===== src/rtl/mem_arbiter_if.sv =====
// mem_arbiter_if: bus bundle between the fetch/memory stages, the unified
// memory and mem_arbiter.
//
// Request/ack handshake, identical on the I and D sides:
//   - The stage raises *_req and holds it, together with its address (and, on D,
//     we/be/wdata), stable until the cycle in which its *_ack is high.
//   - *_ack is a single-cycle pulse. On a read, the matching *_rdata is valid in
//     that cycle and holds until the next ack on the same side.
//   - During the ack cycle the stage may drop *_req or present a new request.
//   - i_ack and d_ack are never high together.
//
// Memory side: mem_en stays high for the whole access. mem_we/mem_be/mem_addr/
// mem_wdata are stable while mem_en is high. mem_rdata is sampled in the last
// cycle of the access.
//
// Modports:
//   slave  - the arbiter (serves requests, drives the memory)
//   master - the requesters and the memory model
interface mem_arbiter_if;
    logic        i_req;
    logic [31:0] i_addr;
    logic [31:0] i_rdata;
    logic        i_ack;

    logic        d_req;
    logic        d_we;
    logic [3:0]  d_be;
    logic [31:0] d_addr;
    logic [31:0] d_wdata;
    logic [31:0] d_rdata;
    logic        d_ack;

    logic        mem_en;
    logic        mem_we;
    logic [3:0]  mem_be;
    logic [31:0] mem_addr;
    logic [31:0] mem_wdata;
    logic [31:0] mem_rdata;

    logic        grant_d;

    modport slave (
        input  i_req, i_addr, d_req, d_we, d_be, d_addr, d_wdata, mem_rdata,
        output i_rdata, i_ack, d_rdata, d_ack,
        output mem_en, mem_we, mem_be, mem_addr, mem_wdata, grant_d
    );

    modport master (
        output i_req, i_addr, d_req, d_we, d_be, d_addr, d_wdata, mem_rdata,
        input  i_rdata, i_ack, d_rdata, d_ack,
        input  mem_en, mem_we, mem_be, mem_addr, mem_wdata, grant_d
    );
endinterface


===== src/rtl/mem_arbiter.sv =====
// mem_arbiter: shares one single-port unified memory between the fetch stage
// (I) and the memory stage (D).
//
// Each access takes LAT memory cycles, followed by a one-cycle ack pulse and then
// one IDLE cycle in which the next access is arbitrated. D has fixed priority.
// After STARVE_MAX consecutive D grants made while I was waiting, the next
// contested grant goes to I.
//
// Ports:
//   clk       - rising-edge clock
//   reset     - asynchronous, active-low
//   bus       - mem_arbiter_if.slave (I/D request ports and memory port)
//   dbg_state - current FSM state (0 = IDLE, 1 = BUSY, 2 = DONE)
module mem_arbiter #(
    parameter int LAT        = 2,
    parameter int STARVE_MAX = 4,
    parameter int CW         = 3
) (
    input  logic         clk,
    input  logic         reset,
    mem_arbiter_if.slave bus,
    output logic [1:0]   dbg_state
);
    typedef enum logic [1:0] {
        IDLE = 2'd0,
        BUSY = 2'd1,
        DONE = 2'd2
    } state_t;

    state_t        state, state_nxt;
    logic [CW-1:0] busy_cnt, busy_cnt_nxt;
    logic [CW-1:0] starve_cnt, starve_cnt_nxt;
    logic          mem_en_q, mem_en_nxt;
    logic          mem_we_q, mem_we_nxt;
    logic [3:0]    mem_be_q, mem_be_nxt;
    logic [31:0]   mem_addr_q, mem_addr_nxt;
    logic [31:0]   mem_wdata_q, mem_wdata_nxt;
    logic [31:0]   i_rdata_q, i_rdata_nxt;
    logic [31:0]   d_rdata_q, d_rdata_nxt;
    logic          i_ack_q, i_ack_nxt;
    logic          d_ack_q, d_ack_nxt;
    logic          grant_d_q, grant_d_nxt;
    logic          take_i;
    logic          starve_full;

    assign starve_full = (starve_cnt == CW'(STARVE_MAX));

    always_comb begin
        state_nxt      = state;
        busy_cnt_nxt   = busy_cnt;
        starve_cnt_nxt = starve_cnt;
        mem_en_nxt     = mem_en_q;
        mem_we_nxt     = mem_we_q;
        mem_be_nxt     = mem_be_q;
        mem_addr_nxt   = mem_addr_q;
        mem_wdata_nxt  = mem_wdata_q;
        i_rdata_nxt    = i_rdata_q;
        d_rdata_nxt    = d_rdata_q;
        i_ack_nxt      = 1'b0;
        d_ack_nxt      = 1'b0;
        grant_d_nxt    = grant_d_q;
        take_i         = 1'b0;

        case (state)
            IDLE: begin
                // A waiting I is only counted as starved for as long as it keeps
                // asking.
                if (!bus.i_req) begin
                    starve_cnt_nxt = '0;
                end
                if (bus.i_req || bus.d_req) begin
                    take_i       = bus.i_req && (!bus.d_req || starve_full);
                    state_nxt    = BUSY;
                    mem_en_nxt   = 1'b1;
                    busy_cnt_nxt = CW'(LAT - 1);
                    if (take_i) begin
                        // Fetches are always full-word reads.
                        mem_we_nxt     = 1'b0;
                        mem_be_nxt     = 4'hF;
                        mem_addr_nxt   = bus.i_addr;
                        mem_wdata_nxt  = '0;
                        grant_d_nxt    = 1'b0;
                        starve_cnt_nxt = '0;
                    end else begin
                        mem_we_nxt    = bus.d_we;
                        mem_be_nxt    = bus.d_be;
                        mem_addr_nxt  = bus.d_addr;
                        mem_wdata_nxt = bus.d_wdata;
                        grant_d_nxt   = 1'b1;
                        if (bus.i_req && !starve_full) begin
                            starve_cnt_nxt = starve_cnt + CW'(1);
                        end
                    end
                end
            end
            BUSY: begin
                if (busy_cnt == '0) begin
                    // Last memory cycle. mem_rdata is valid now. D writes leave
                    // d_rdata alone.
                    if (!grant_d_q) begin
                        i_rdata_nxt = bus.mem_rdata;
                        i_ack_nxt   = 1'b1;
                    end else begin
                        if (!mem_we_q) begin
                            d_rdata_nxt = bus.mem_rdata;
                        end
                        d_ack_nxt = 1'b1;
                    end
                    mem_en_nxt = 1'b0;
                    mem_we_nxt = 1'b0;
                    state_nxt  = DONE;
                end else begin
                    busy_cnt_nxt = busy_cnt - CW'(1);
                end
            end
            DONE: begin
                state_nxt = IDLE;
            end
            default: begin
                state_nxt = IDLE;
            end
        endcase
    end

    always_ff @(posedge clk or negedge reset) begin
        if (!reset) begin
            state       <= IDLE;
            busy_cnt    <= '0;
            starve_cnt  <= '0;
            mem_en_q    <= 1'b0;
            mem_we_q    <= 1'b0;
            mem_be_q    <= '0;
            mem_addr_q  <= '0;
            mem_wdata_q <= '0;
            i_rdata_q   <= '0;
            d_rdata_q   <= '0;
            i_ack_q     <= 1'b0;
            d_ack_q     <= 1'b0;
            grant_d_q   <= 1'b0;
        end else begin
            state       <= state_nxt;
            busy_cnt    <= busy_cnt_nxt;
            starve_cnt  <= starve_cnt_nxt;
            mem_en_q    <= mem_en_nxt;
            mem_we_q    <= mem_we_nxt;
            mem_be_q    <= mem_be_nxt;
            mem_addr_q  <= mem_addr_nxt;
            mem_wdata_q <= mem_wdata_nxt;
            i_rdata_q   <= i_rdata_nxt;
            d_rdata_q   <= d_rdata_nxt;
            i_ack_q     <= i_ack_nxt;
            d_ack_q     <= d_ack_nxt;
            grant_d_q   <= grant_d_nxt;
        end
    end

    assign bus.mem_en    = mem_en_q;
    assign bus.mem_we    = mem_we_q;
    assign bus.mem_be    = mem_be_q;
    assign bus.mem_addr  = mem_addr_q;
    assign bus.mem_wdata = mem_wdata_q;
    assign bus.i_rdata   = i_rdata_q;
    assign bus.d_rdata   = d_rdata_q;
    assign bus.i_ack     = i_ack_q;
    assign bus.d_ack     = d_ack_q;
    assign bus.grant_d   = grant_d_q;
    assign dbg_state     = state;
endmodule


===== src/flat_wrapper.sv =====
// flat-port wrapper written by rule: the top's interface ports become plain ports
module mem_arbiter_flat 
#(
    parameter int LAT        = 2,
    parameter int STARVE_MAX = 4,
    parameter int CW         = 3
)
  (clk, reset, dbg_state, bus_i_req, bus_i_addr, bus_d_req, bus_d_we, bus_d_be, bus_d_addr, bus_d_wdata, bus_mem_rdata, bus_i_rdata, bus_i_ack, bus_d_rdata, bus_d_ack, bus_mem_en, bus_mem_we, bus_mem_be, bus_mem_addr, bus_mem_wdata, bus_grant_d);
  mem_arbiter_if bus_i ();
  input  logic clk;
  input  logic reset;
  output logic [1:0] dbg_state;
  input wire logic [$bits(bus_i.i_req)-1:0] bus_i_req;
  input wire logic [$bits(bus_i.i_addr)-1:0] bus_i_addr;
  input wire logic [$bits(bus_i.d_req)-1:0] bus_d_req;
  input wire logic [$bits(bus_i.d_we)-1:0] bus_d_we;
  input wire logic [$bits(bus_i.d_be)-1:0] bus_d_be;
  input wire logic [$bits(bus_i.d_addr)-1:0] bus_d_addr;
  input wire logic [$bits(bus_i.d_wdata)-1:0] bus_d_wdata;
  input wire logic [$bits(bus_i.mem_rdata)-1:0] bus_mem_rdata;
  output wire logic [$bits(bus_i.i_rdata)-1:0] bus_i_rdata;
  output wire logic [$bits(bus_i.i_ack)-1:0] bus_i_ack;
  output wire logic [$bits(bus_i.d_rdata)-1:0] bus_d_rdata;
  output wire logic [$bits(bus_i.d_ack)-1:0] bus_d_ack;
  output wire logic [$bits(bus_i.mem_en)-1:0] bus_mem_en;
  output wire logic [$bits(bus_i.mem_we)-1:0] bus_mem_we;
  output wire logic [$bits(bus_i.mem_be)-1:0] bus_mem_be;
  output wire logic [$bits(bus_i.mem_addr)-1:0] bus_mem_addr;
  output wire logic [$bits(bus_i.mem_wdata)-1:0] bus_mem_wdata;
  output wire logic [$bits(bus_i.grant_d)-1:0] bus_grant_d;
  assign bus_i.i_req = bus_i_req;
  assign bus_i.i_addr = bus_i_addr;
  assign bus_i.d_req = bus_d_req;
  assign bus_i.d_we = bus_d_we;
  assign bus_i.d_be = bus_d_be;
  assign bus_i.d_addr = bus_d_addr;
  assign bus_i.d_wdata = bus_d_wdata;
  assign bus_i.mem_rdata = bus_mem_rdata;
  assign bus_i_rdata = bus_i.i_rdata;
  assign bus_i_ack = bus_i.i_ack;
  assign bus_d_rdata = bus_i.d_rdata;
  assign bus_d_ack = bus_i.d_ack;
  assign bus_mem_en = bus_i.mem_en;
  assign bus_mem_we = bus_i.mem_we;
  assign bus_mem_be = bus_i.mem_be;
  assign bus_mem_addr = bus_i.mem_addr;
  assign bus_mem_wdata = bus_i.mem_wdata;
  assign bus_grant_d = bus_i.grant_d;
  mem_arbiter #(.LAT(LAT), .STARVE_MAX(STARVE_MAX), .CW(CW)) u_core (.clk(clk), .reset(reset), .bus(bus_i), .dbg_state(dbg_state));
endmodule

===== config.mk =====
export PLATFORM = sky130hd
export DESIGN_NAME = mem_arbiter_flat
export DESIGN_NICKNAME = d
export VERILOG_FILES = /design/src/rtl/mem_arbiter_if.sv /design/src/rtl/mem_arbiter.sv /design/src/flat_wrapper.sv
export SDC_FILE = /design/constraint.sdc
export NUM_CORES = 1
export LEC_CHECK = 0
export ABC_AREA = 0
export BUFFER_PORTS_ARGS = -buffer_cell sky130_fd_sc_hd__buf_2
export CORE_UTILIZATION = 40
export CTS_CLUSTER_SIZE = 16
export DETAILED_ROUTE_END_ITERATION = 16
export PLACE_DENSITY = 0.69
export SLEW_MARGIN = 30
export SYNTH_ARGS = -nofsm -noshare
export SYNTH_HDL_FRONTEND = slang
export SYNTH_SLANG_ARGS = --single-unit

===== constraint.sdc =====
create_clock -name clk -period 4.8 [get_ports clk]
set_input_delay 0.48 -clock clk [delete_from_list [all_inputs] [get_ports clk]]
set_output_delay 0.48 -clock clk [all_outputs]
set_load 0.05 [all_outputs]

Word level (Yosys, flattened, before mapping)
Cells that the tools add are included.
{"block": "op_classes", "muxes": 26, "bitwise": 2, "n_addsub": 2, "n_reduce_logical": 15, "eq_ne": 5}
{"operator": "2-to-1 mux 32 bit", "n": 2}
{"operator": "2-to-1 mux 3 bit", "n": 6}
{"operator": "2-to-1 mux 1 bit", "n": 11}
{"operator": "AND reduction 3 bit", "n": 3}
{"operator": "case mux 3 bit (2 select lines)", "n": 1}
{"operator": "2-to-1 mux 2 bit", "n": 2}
{"operator": "2-to-1 mux 4 bit", "n": 1}
{"operator": "inequality test 2 x 1 -> 1 bit, second input constant", "n": 2}
{"operator": "case mux 1 bit (2 select lines)", "n": 2}
{"operator": "case mux 2 bit (2 select lines)", "n": 1}
{"operator": "AND reduction 2 bit", "n": 2}
{"operator": "AND reduction 4 bit", "n": 1}
{"operator": "adder 3 x 1 -> 3 bit, second input constant", "n": 1}
{"operator": "== test 3 bit, second input constant", "n": 1}
{"operator": "logical NOT 3 bit", "n": 1}
{"operator": "subtractor 3 x 1 -> 3 bit, second input constant", "n": 1}
{"operator": "== test 2 x 1 -> 1 bit, second input constant", "n": 1}
{"operator": "logical AND 1 bit", "n": 2}
{"operator": "logical NOT 1 bit", "n": 2}
{"operator": "logical NOT 2 bit", "n": 1}
{"operator": "logical OR 1 bit", "n": 2}
{"operator": "inequality test 2 bit, second input constant", "n": 1}
{"operator": "inverter 1 bit", "n": 2}
{"operator": "nonzero test 2 bit", "n": 1}
{"block": "totals", "out_inout_bits": 139, "in_bits": 137, "elab_cells": 63, "register_bits": 145}

Depth between registers and ports, before layout
Gate-level depths: netlist of run 1.
{"block": "logic_depth", "ltp_word": 6, "ltp_mapped": 8, "mapped_depth_nobuf": 5}

Least setup slack after synthesis of run 1
Ideal clock, no wire load.
{"block": "synth_timing", "kind": "reg-to-reg", "start": "reg u_core.state[1] (netlist: u_core.dbg_state[1])", "end": "reg u_core.i_rdata_q[0] (netlist: u_core.bus.i_rdata[0])", "n_path_buf": 2, "period_less_slack_ns": 1.820, "t_required_ns": 4.675, "setup_time_ns": 0.125, "arrival_time_ns": 1.695, "stages_incl_launch_ff": 6, "slack_ns": 2.980, "cell_sequence": "dfrtp_1 -> and4bb_4 -> and2b_1 -> buf_6 -> buf_6 -> mux2_2"}
{"block": "synth_between", "elab_chain_cells": 2}
{"item": "from (decl)", "line": "mem_arbiter.sv:30", "source": "state_t state, state_nxt;"}
{"item": "from (signal assigned)", "line": "mem_arbiter.sv:141", "source": "state <= state_nxt;"}
{"item": "== test 2 x 1 -> 1 bit", "line": "mem_arbiter.sv:64", "source": "case (state)"}
{"item": "AND reduction 3 bit (no source line)"}
{"item": "to (signal assigned)", "line": "mem_arbiter.sv:149", "source": "i_rdata_q <= i_rdata_nxt;"}
{"item": "to (decl)", "line": "mem_arbiter.sv:38", "source": "logic [31:0] i_rdata_q, i_rdata_nxt;"}
Every way passes these cells.
A chain may end at the register's enable or synchronous reset.

Worst setup path in the final report of run 1
{"block": "layout_timing", "start": "reg u_core.busy_cnt[0]", "end": "reg u_core.d_rdata_q[16] (netlist: u_core.bus.d_rdata[16])"}
{"block": "layout_between", "elab_chain_cells": 2}
{"item": "from (decl)", "line": "mem_arbiter.sv:31", "source": "logic [CW-1:0] busy_cnt, busy_cnt_nxt;"}
{"item": "from (signal assigned)", "line": "mem_arbiter.sv:142", "source": "busy_cnt <= busy_cnt_nxt;"}
{"item": "logical NOT 3 bit", "line": "mem_arbiter.sv:97", "source": "if (busy_cnt == '0) begin"}
{"item": "AND reduction 4 bit (no source line)"}
{"item": "to (signal assigned)", "line": "mem_arbiter.sv:150", "source": "d_rdata_q <= d_rdata_nxt;"}
{"item": "to (decl)", "line": "mem_arbiter.sv:39", "source": "logic [31:0] d_rdata_q, d_rdata_nxt;"}
Every way passes these cells.

==> summary.json, run 1 <==
{
  "yosys": {
    "post_synth_inst_count": 515,
    "synth_top_family_by_area": "compound AO/OA/AOI/OAI gates",
    "synth_area_in_compound_gates": 0.1336,
    "ys_types": 36,
    "synth_top_cell_area_share": 0.5800,
    "synth-main-ff-cell": "sky130_fd_sc_hd__dfrtp_1",
    "post_synth.cell_area_avg_sq_um": 12.15,
    "synthArstFlopShare": 1.000,
    "postSynthRegisterBits": 145,
    "edff_count_synth": 0,
    "post-synth-top-area-cell": "sky130_fd_sc_hd__dfrtp_1",
    "post_synth_and_or_nand_nor_area_fraction": 0.1066,
    "synth-warning-count": 0,
    "seq_area_frac_synth": 0.5800,
    "synth_xor_xnor_area_share": 0,
    "synthesis.nets": 656,
    "synth_adder_area_share": 0.008000,
    "mappedNetlistArea_sq_um": 6256,
    "yosys-top-cells-area": "sky130_fd_sc_hd__dfrtp_1 58%, sky130_fd_sc_hd__mux2_2 11%, sky130_fd_sc_hd__nand3_1 5.2%",
    "post_synth_mux_area_share": 0.1202
  },
  "clock_tree": {
    "cts-root-buf": "sky130_fd_sc_hd__clkbuf_16",
    "clock_sinks": 145,
    "cts_hold_repair.buffers": 0,
    "cts_setup_buffers": 0,
    "postCtsResizedCells": 0,
    "clk_pin_slew_ns": 0.06,
    "ctsLongestPathBuffers": 2,
    "tritoncts": "built",
    "clkLatencyLatePin_ns": 0.41,
    "cts_made_buffers": 17,
    "cts-htree-levels": 4
  },
  "routing": {
    "antenna_violating_nets_left": 0,
    "wl_per_cell_microns": 17.57,
    "post_drt_via_cell_ratio": 5.304,
    "post-route-drc-count": 0,
    "dr_total_vias": 5240,
    "detailedRoute.firstIterationViolations": 235,
    "postRouteWirelength_microns": 17360,
    "dr.pass1.iters": 4
  },
  "global_route": {
    "antenna_found_initial": 0,
    "grt-ovfl-total": 0,
    "first_global_vias": 5201,
    "grt_pass1_wl_microns": 27230,
    "largest_net_degree_at_the_start_of_global_routing": 118,
    "grt.total_usage": 0.2180
  },
  "worst_setup_path": {
    "critical_path.max_stage_delay_ns": 0.68,
    "timing.critical_path.from_type": "register",
    "crit_slowest_cell": "sky130_fd_sc_hd__nand3_2",
    "highest_net_fanout_along_the_worst_path": 32,
    "critical_path.cell_chain": "inv_1 -> ha_1 -> and4bb_4 -> nand3_2 -> mux2_2",
    "ff2ff_path_depth": 5,
    "cp-end-kind": "register",
    "r2r_end": "u_core.bus.d_rdata[16]",
    "crit_arrival_ns": 2.60,
    "reg2reg_from": "u_core.busy_cnt[0]",
    "cp.required_ns": 5.09,
    "r2r_setup_slack_ns": 2.48,
    "worst-setup-path-type": "reg2reg"
  },
  "cells_and_area": {
    "most-common-layout-cells": "274 x sky130_fd_sc_hd__buf_2, 145 x sky130_fd_sc_hd__dfrtp_1, 65 x sky130_fd_sc_hd__nand3_1, 61 x sky130_fd_sc_hd__mux2_2, 39 x sky130_fd_sc_hd__o21ai_0",
    "postLayoutCellArea_sq_um": 8262,
    "diode_count": 0,
    "utilization": 0.5415,
    "leading_cell_type_in_the_layout_fill_and_taps_excluded": "sky130_fd_sc_hd__buf_2",
    "layout-drive-gt1-share": 0.4981,
    "fin_nets": 905,
    "area.growth.synth_to_final_pct": 32.06,
    "layoutNonFillerInstCount": 988,
    "fillerInstances": 1348
  },
  "timing": {
    "achievable-frequency_mhz": 431.3,
    "tns_ns": 0,
    "layout_worst_path_cycle_share": 0.4831,
    "timing.final.crit_period_ns": 2.319,
    "worst_clock_skew_ns": 0.008313,
    "hold_fails_final_rpt": 2,
    "setup_viol": 0,
    "setup_repair_after_global_routing_missed_its_margin": "no",
    "timing.slew.headroom": 0.4143,
    "worst_hold_slack_ns": -0.005476,
    "finalMaxSlewViolations": 0,
    "max_slew.worst_pin.slew_ns": 0.8776
  },
  "floorplanning": {
    "die_outline_area_sq_um": 16140,
    "io_pins": 276,
    "rows": 45,
    "die_x_microns": 127.1,
    "floorplan.initialDensity": 0.4100,
    "core-area_sq_um": 15260,
    "floorplan.die.height_microns": 127.1
  },
  "power": {
    "power_density_nw_per_um2": 898.0,
    "p_leak_nw": 3.903,
    "ir_drop_mv": 0.4189
  },
  "status": {
    "violated_checks": "negative hold slack",
    "outcome": "complete, but fails checks"
  },
  "placement": {
    "io_buffer_count": 275,
    "detailed_place_hpwl_microns": 11640,
    "placed_cells_incl_taps": 955,
    "place_area_sq_um": 7676,
    "gpl.final_weighted_congestion": 0.7820
  },
  "run": {
    "maxCapViolations": 0
  },
  "hold_path": {
    "min-delay-path-class": "in2async"
  }
}
-- worst max-delay path: cells and delay by family (launching register included) --
| family | cells | cell delay [ns] |
|---|---|---|
| and+or+nand+nor | 2 | 0.96 |
| DFF | 1 | 0.36 |
| muxes | 1 | 0.57 |
| adders and majority gates | 1 | 0.20 |
| buffers and inverters | 1 | 0.10 |
-- final cells by class --
cell class	count	area, sq um	area share
sequential	145	3628	0.4392
multi-input combinational	310	2315	0.2802
timing repair buffer	284	1478	0.1789
clock buffer	20	446.7	0.05407
tap	211	264.0	0.03196
clock inverter	12	107.6	0.01302
inverter	6	22.52	0.002726
-- flip-flops by register name, indices dropped and copies added, names as in the netlist, 2 cells and up --
name                  count
u_core.starve_cnt         3
u_core.bus.mem_wdata     32
u_core.bus.mem_addr      32
u_core.bus.mem_be         4
u_core.bus.d_rdata       32
u_core.bus.i_rdata       32
u_core.dbg_state          2
u_core.busy_cnt           3
-- metrics by stage --
step | power [W] | setup slack, ns | hold WS, ns
finish | 0.007419 | 2.481 | -0.005476
CTS | 0.007478 | 2.432 | 0.1816
floorplan | 0.005235 | 2.980 | 0.1844
global placement | 0.006117 | 2.472 | 0.4611
detailed placement | 0.006220 | 2.406 | 0.4687
global route | 0.007800 | 2.318 | 0.02984
-- metal layers --
layer | part of all wire | track usage | wire (microns)
met5 | 0 | 0 | 0
met4 | 0.012 | 0.06583 | 213
met3 | 0.092 | 0.07245 | 1599
met2 | 0.49 | 0.3681 | 8481
met1 | 0.41 | 0.2649 | 7063
-- logic make-up (layout without fill, tap and decap cells) --
family,Yosys count,in the layout
AO/OA/AOI/OAI,118,118
adder cells (fa/ha/maj),4,4
buffers and inverters,60,322
flip-flops,145,145
multiplexers,67,67
AND/OR/NAND/NOR,121,121
-- Yosys cell counts, drive strengths merged, types with 2 or more instances --
cell type / n
a21oi: 4
and2: 2
buf: 33
clkbuf: 21
dfrtp: 145
ha: 4
inv: 6
mux2: 65
mux2i: 2
nand2: 5
nand3: 66
nand4: 35
nor2: 6
o211ai: 32
o21ai: 45
o2bb2ai: 32
or2: 2
-- power breakdown --
part | leakage [nW] | total, W | switching [W] | internal (W)
Clock | 0.267 | 0.00124 | 0.000514 | 0.000727
Combinational | 1.87 | 0.00404 | 0.00300 | 0.00104
Sequential | 1.77 | 0.00213 | 0.000318 | 0.00182
-- how the worst max path moves through the flow --
stage,from,end,cells past startpoint
CTS,u_core.busy_cnt[0],u_core.bus.d_rdata[16],5
detailed placement,bus_i_req,u_core.bus.mem_addr[18],5
global placement,bus_i_req,u_core.busy_cnt[0],5
global route,u_core.busy_cnt[0],u_core.bus.d_rdata[16],5
finish,u_core.busy_cnt[0],u_core.bus.d_rdata[16],5
floorplan,u_core.dbg_state[1],u_core.bus.i_rdata[0],5
(Power assumes the default switching activity.)
==> run 2, diff against run 1 <==
--- a/config.mk
+++ b/config.mk
@@ -5,7 +5,7 @@
 export SDC_FILE = /design/constraint.sdc
 export NUM_CORES = 1
 export LEC_CHECK = 0
-export ABC_AREA = 0
+export ABC_AREA = 1
 export BUFFER_PORTS_ARGS = -buffer_cell sky130_fd_sc_hd__buf_2
 export CORE_UTILIZATION = 40
 export CTS_CLUSTER_SIZE = 16
==> constraint.sdc (replaced) <==
create_clock -name clk -period 2.16 [get_ports clk]
set_input_delay 0.216 -clock clk [delete_from_list [all_inputs] [get_ports clk]]
set_output_delay 0.216 -clock clk [all_outputs]
set_load 0.05 [all_outputs]
==> summary.json, run 2 <==
{
  "timing": {
    "timing.slew.headroom": 0.5650,
    "finalMaxSlewViolations": 0,
    "hold_fails_final_rpt": 0,
    "worst_clock_skew_ns": 0.008227,
    "achievable-frequency_mhz": 579.7,
    "setup_viol": 0,
    "tns_ns": 0,
    "layout_worst_path_cycle_share": 0.7986,
    "setup_repair_after_global_routing_missed_its_margin": "no",
    "timing.final.crit_period_ns": 1.725,
    "max_slew.worst_pin.slew_ns": 0.6516
  },
  "clock_tree": {
    "cts-root-buf": "sky130_fd_sc_hd__clkbuf_16",
    "cts_made_buffers": 17,
    "clk_pin_slew_ns": 0.06,
    "clkLatencyLatePin_ns": 0.42,
    "clock_sinks": 145,
    "ctsLongestPathBuffers": 2,
    "tritoncts": "built",
    "cts-htree-levels": 4,
    "postCtsResizedCells": 0
  },
  "routing": {
    "dr.pass1.iters": 4,
    "detailedRoute.firstIterationViolations": 329,
    "dr_total_vias": 5925,
    "post_drt_via_cell_ratio": 4.589,
    "wl_per_cell_microns": 13.65,
    "post-route-drc-count": 0,
    "antenna_violating_nets_left": 0,
    "postRouteWirelength_microns": 17620
  },
  "yosys": {
    "synth_top_cell_area_share": 0.5763,
    "post-synth-top-area-cell": "sky130_fd_sc_hd__dfrtp_1",
    "postSynthRegisterBits": 145,
    "synth-main-ff-cell": "sky130_fd_sc_hd__dfrtp_1",
    "synth-warning-count": 0,
    "post_synth_inst_count": 774,
    "netlist_top_cells_count": "371 x sky130_fd_sc_hd__nand2_1, 145 x sky130_fd_sc_hd__dfrtp_1, 101 x sky130_fd_sc_hd__nand3_1",
    "post_synth.cell_area_avg_sq_um": 8.134,
    "yosysMostFrequentCell": "sky130_fd_sc_hd__nand2_1",
    "mappedNetlistArea_sq_um": 6296,
    "ys_types": 18,
    "synthesis.nets": 915,
    "seq_area_frac_synth": 0.5763,
    "yosys-top-cells-area": "sky130_fd_sc_hd__dfrtp_1 58%, sky130_fd_sc_hd__nand2_1 22%, sky130_fd_sc_hd__nand3_1 8.0%",
    "edff_count_synth": 0,
    "synthArstFlopShare": 1.000
  },
  "worst_setup_path": {
    "cp.required_ns": 2.51,
    "timing.critical_path.from_type": "register",
    "cp-end-kind": "register",
    "crit_arrival_ns": 2.08,
    "highest_net_fanout_along_the_worst_path": 33,
    "worst-setup-path-type": "reg2reg"
  },
  "floorplanning": {
    "core-area_sq_um": 15260,
    "die_outline_area_sq_um": 16250,
    "die_x_microns": 127.5,
    "io_pins": 276,
    "rows": 45,
    "floorplan.die.height_microns": 127.5,
    "floorplan.initialDensity": 0.4126
  },
  "run": {
    "maxCapViolations": 0
  },
  "cells_and_area": {
    "diode_count": 0,
    "postLayoutCellArea_sq_um": 8800,
    "most-common-layout-cells": "370 x sky130_fd_sc_hd__nand2_1, 274 x sky130_fd_sc_hd__buf_2, 145 x sky130_fd_sc_hd__dfrtp_1, 101 x sky130_fd_sc_hd__nand3_1, 73 x sky130_fd_sc_hd__inv_1",
    "leading_cell_type_in_the_layout_fill_and_taps_excluded": "sky130_fd_sc_hd__nand2_1",
    "area.growth.synth_to_final_pct": 39.77,
    "layout-drive-gt1-share": 0.3111,
    "fin_nets": 1208
  },
  "global_route": {
    "grt_pass1_wl_microns": 28720,
    "global_route.peak_usage_layer": "met2",
    "antenna_found_initial": 0,
    "first_global_vias": 5801,
    "globalRouteMet2Util": 0.3716,
    "grtUsageMet1": 0.2839,
    "largest_net_degree_at_the_start_of_global_routing": 67,
    "grt.met3_usage": 0.06030,
    "grt-ovfl-total": 0,
    "grt.total_usage": 0.2258
  },
  "hold_path": {
    "min-delay-path-class": "in2reg"
  },
  "power": {
    "share_comb_of_total_power": 0.528,
    "power_density_nw_per_um2": 1930,
    "seq_power_share": 0.279,
    "clock_power_share": 0.192,
    "intPower_w": 0.008133,
    "p_leak_nw": 5.172,
    "ir_drop_mv": 0.8045,
    "power_switching_share": 0.5211,
    "netSwitchingPower_w": 0.008848
  },
  "placement": {
    "detailed_place_hpwl_microns": 12230,
    "place_area_sq_um": 7899,
    "io_buffer_count": 275,
    "gpl.final_weighted_congestion": 0.8212
  },
  "status": {
    "outcome": "finished clean"
  }
}
-- run 2: changes by cell type after synthesis, sizes merged, moves of 3 or more --
cell	delta
o211ai	-32
nand2	+370
nand3	+35
clkbuf	-17
buf	+3
a21oi	-4
nand4	-35
inv	+69
o2bb2ai	-32
o21ai	-33
nor2	+15
mux2	-65
-- run 2: final cells by class --
type	count	area [sq um]
fill	1467	6459
sequential	145	3628
clock buffer	20	456.7
inverter	75	281.5
multi-input combinational	514	2167
clock inverter	12	203.9
tap	211	264.0
timing repair buffer	314	1798
-- run 2: timing repair --
action | in CTS | in global routing
hold buffers | 24 | 0
buffers inserted | 0 | 0
endpoints found under the hold margin | 77 | 0
-- run 2: critical path: stages (launching register included) --
cell and delay, ns:
sky130_fd_sc_hd__dfrtp_1 0.37, sky130_fd_sc_hd__inv_1 0.09, sky130_fd_sc_hd__ha_1 0.17, sky130_fd_sc_hd__nand2_1 0.13, sky130_fd_sc_hd__nor2_4 0.12, sky130_fd_sc_hd__nand2_2 0.06
sky130_fd_sc_hd__inv_2 0.47, sky130_fd_sc_hd__nand2_1 0.13, sky130_fd_sc_hd__nand2_1 0.09
-- run 2: worst paths after layout --
path                                   startpoint                      end  slack, ns  cells after the start
min in group asynchronous                   reset  u_core.bus.mem_addr[16]       0.31                      2
hold / removal                  bus_mem_rdata[26]   u_core.bus.i_rdata[26]       0.02                      3
setup / recovery               u_core.busy_cnt[0]   u_core.bus.i_rdata[12]       0.44                      8
setup reg to reg               u_core.busy_cnt[0]   u_core.bus.i_rdata[12]       0.44                      8
max in group asynchronous                   reset    u_core.bus.d_rdata[9]       1.23                      3
hold reg to reg            u_core.bus.d_rdata[26]   u_core.bus.d_rdata[26]       0.46                      2
-- run 2: power by group through the flow --
| stage | combinational [W] | clock [W] | sequential [W] |
|---|---|---|---|
| 2_1_floorplan | 0.00233 | 0 | 0.00909 |
| 3_3_place_gp | 0.00890 | 0 | 0.00472 |
| 3_5_place_dp | 0.00903 | 0 | 0.00472 |
| 4_1_cts | 0.00905 | 0.00334 | 0.00473 |
| 5_1_grt | 0.00960 | 0.00345 | 0.00488 |
| 6_report | 0.00897 | 0.00327 | 0.00474 |
-- run 2: kinds of logic (layout without fill, tap and decap cells) --
group | Yosys count | in the layout | synth area share
compound gates | 12 | 12 | 0.01013
flops | 145 | 145 | 0.5763
fa+ha+maj | 4 | 4 | 0.007949
xor+xnor | 1 | 1 | 0.001391
buf+inv | 115 | 421 | 0.08108
simple gates | 497 | 497 | 0.3231
-- run 2: stage by stage --
step	worst slack [ns]	power, W	util	instances	hold WS, ns
global placement	0.5400	0.01362	0.5177	1235	0.1947
finish	0.4351	0.01698	0.5767	1291	0.01861
CTS	0.4322	0.01712	0.5767	1291	0.002398
global route	0.3010	0.01793	0.5767	1291	0.01170
detailed placement	0.4420	0.01376	0.5177	1235	0.1963
floorplan	0.6831	0.01143	-	774	-0.07959
-- run 2: routing by layer --
metal	part of all wire	vias up
li1	-	2952
met1	0.43	2753
met2	0.49	190
met3	0.058	30
met4	0.024	0
met5	0	-
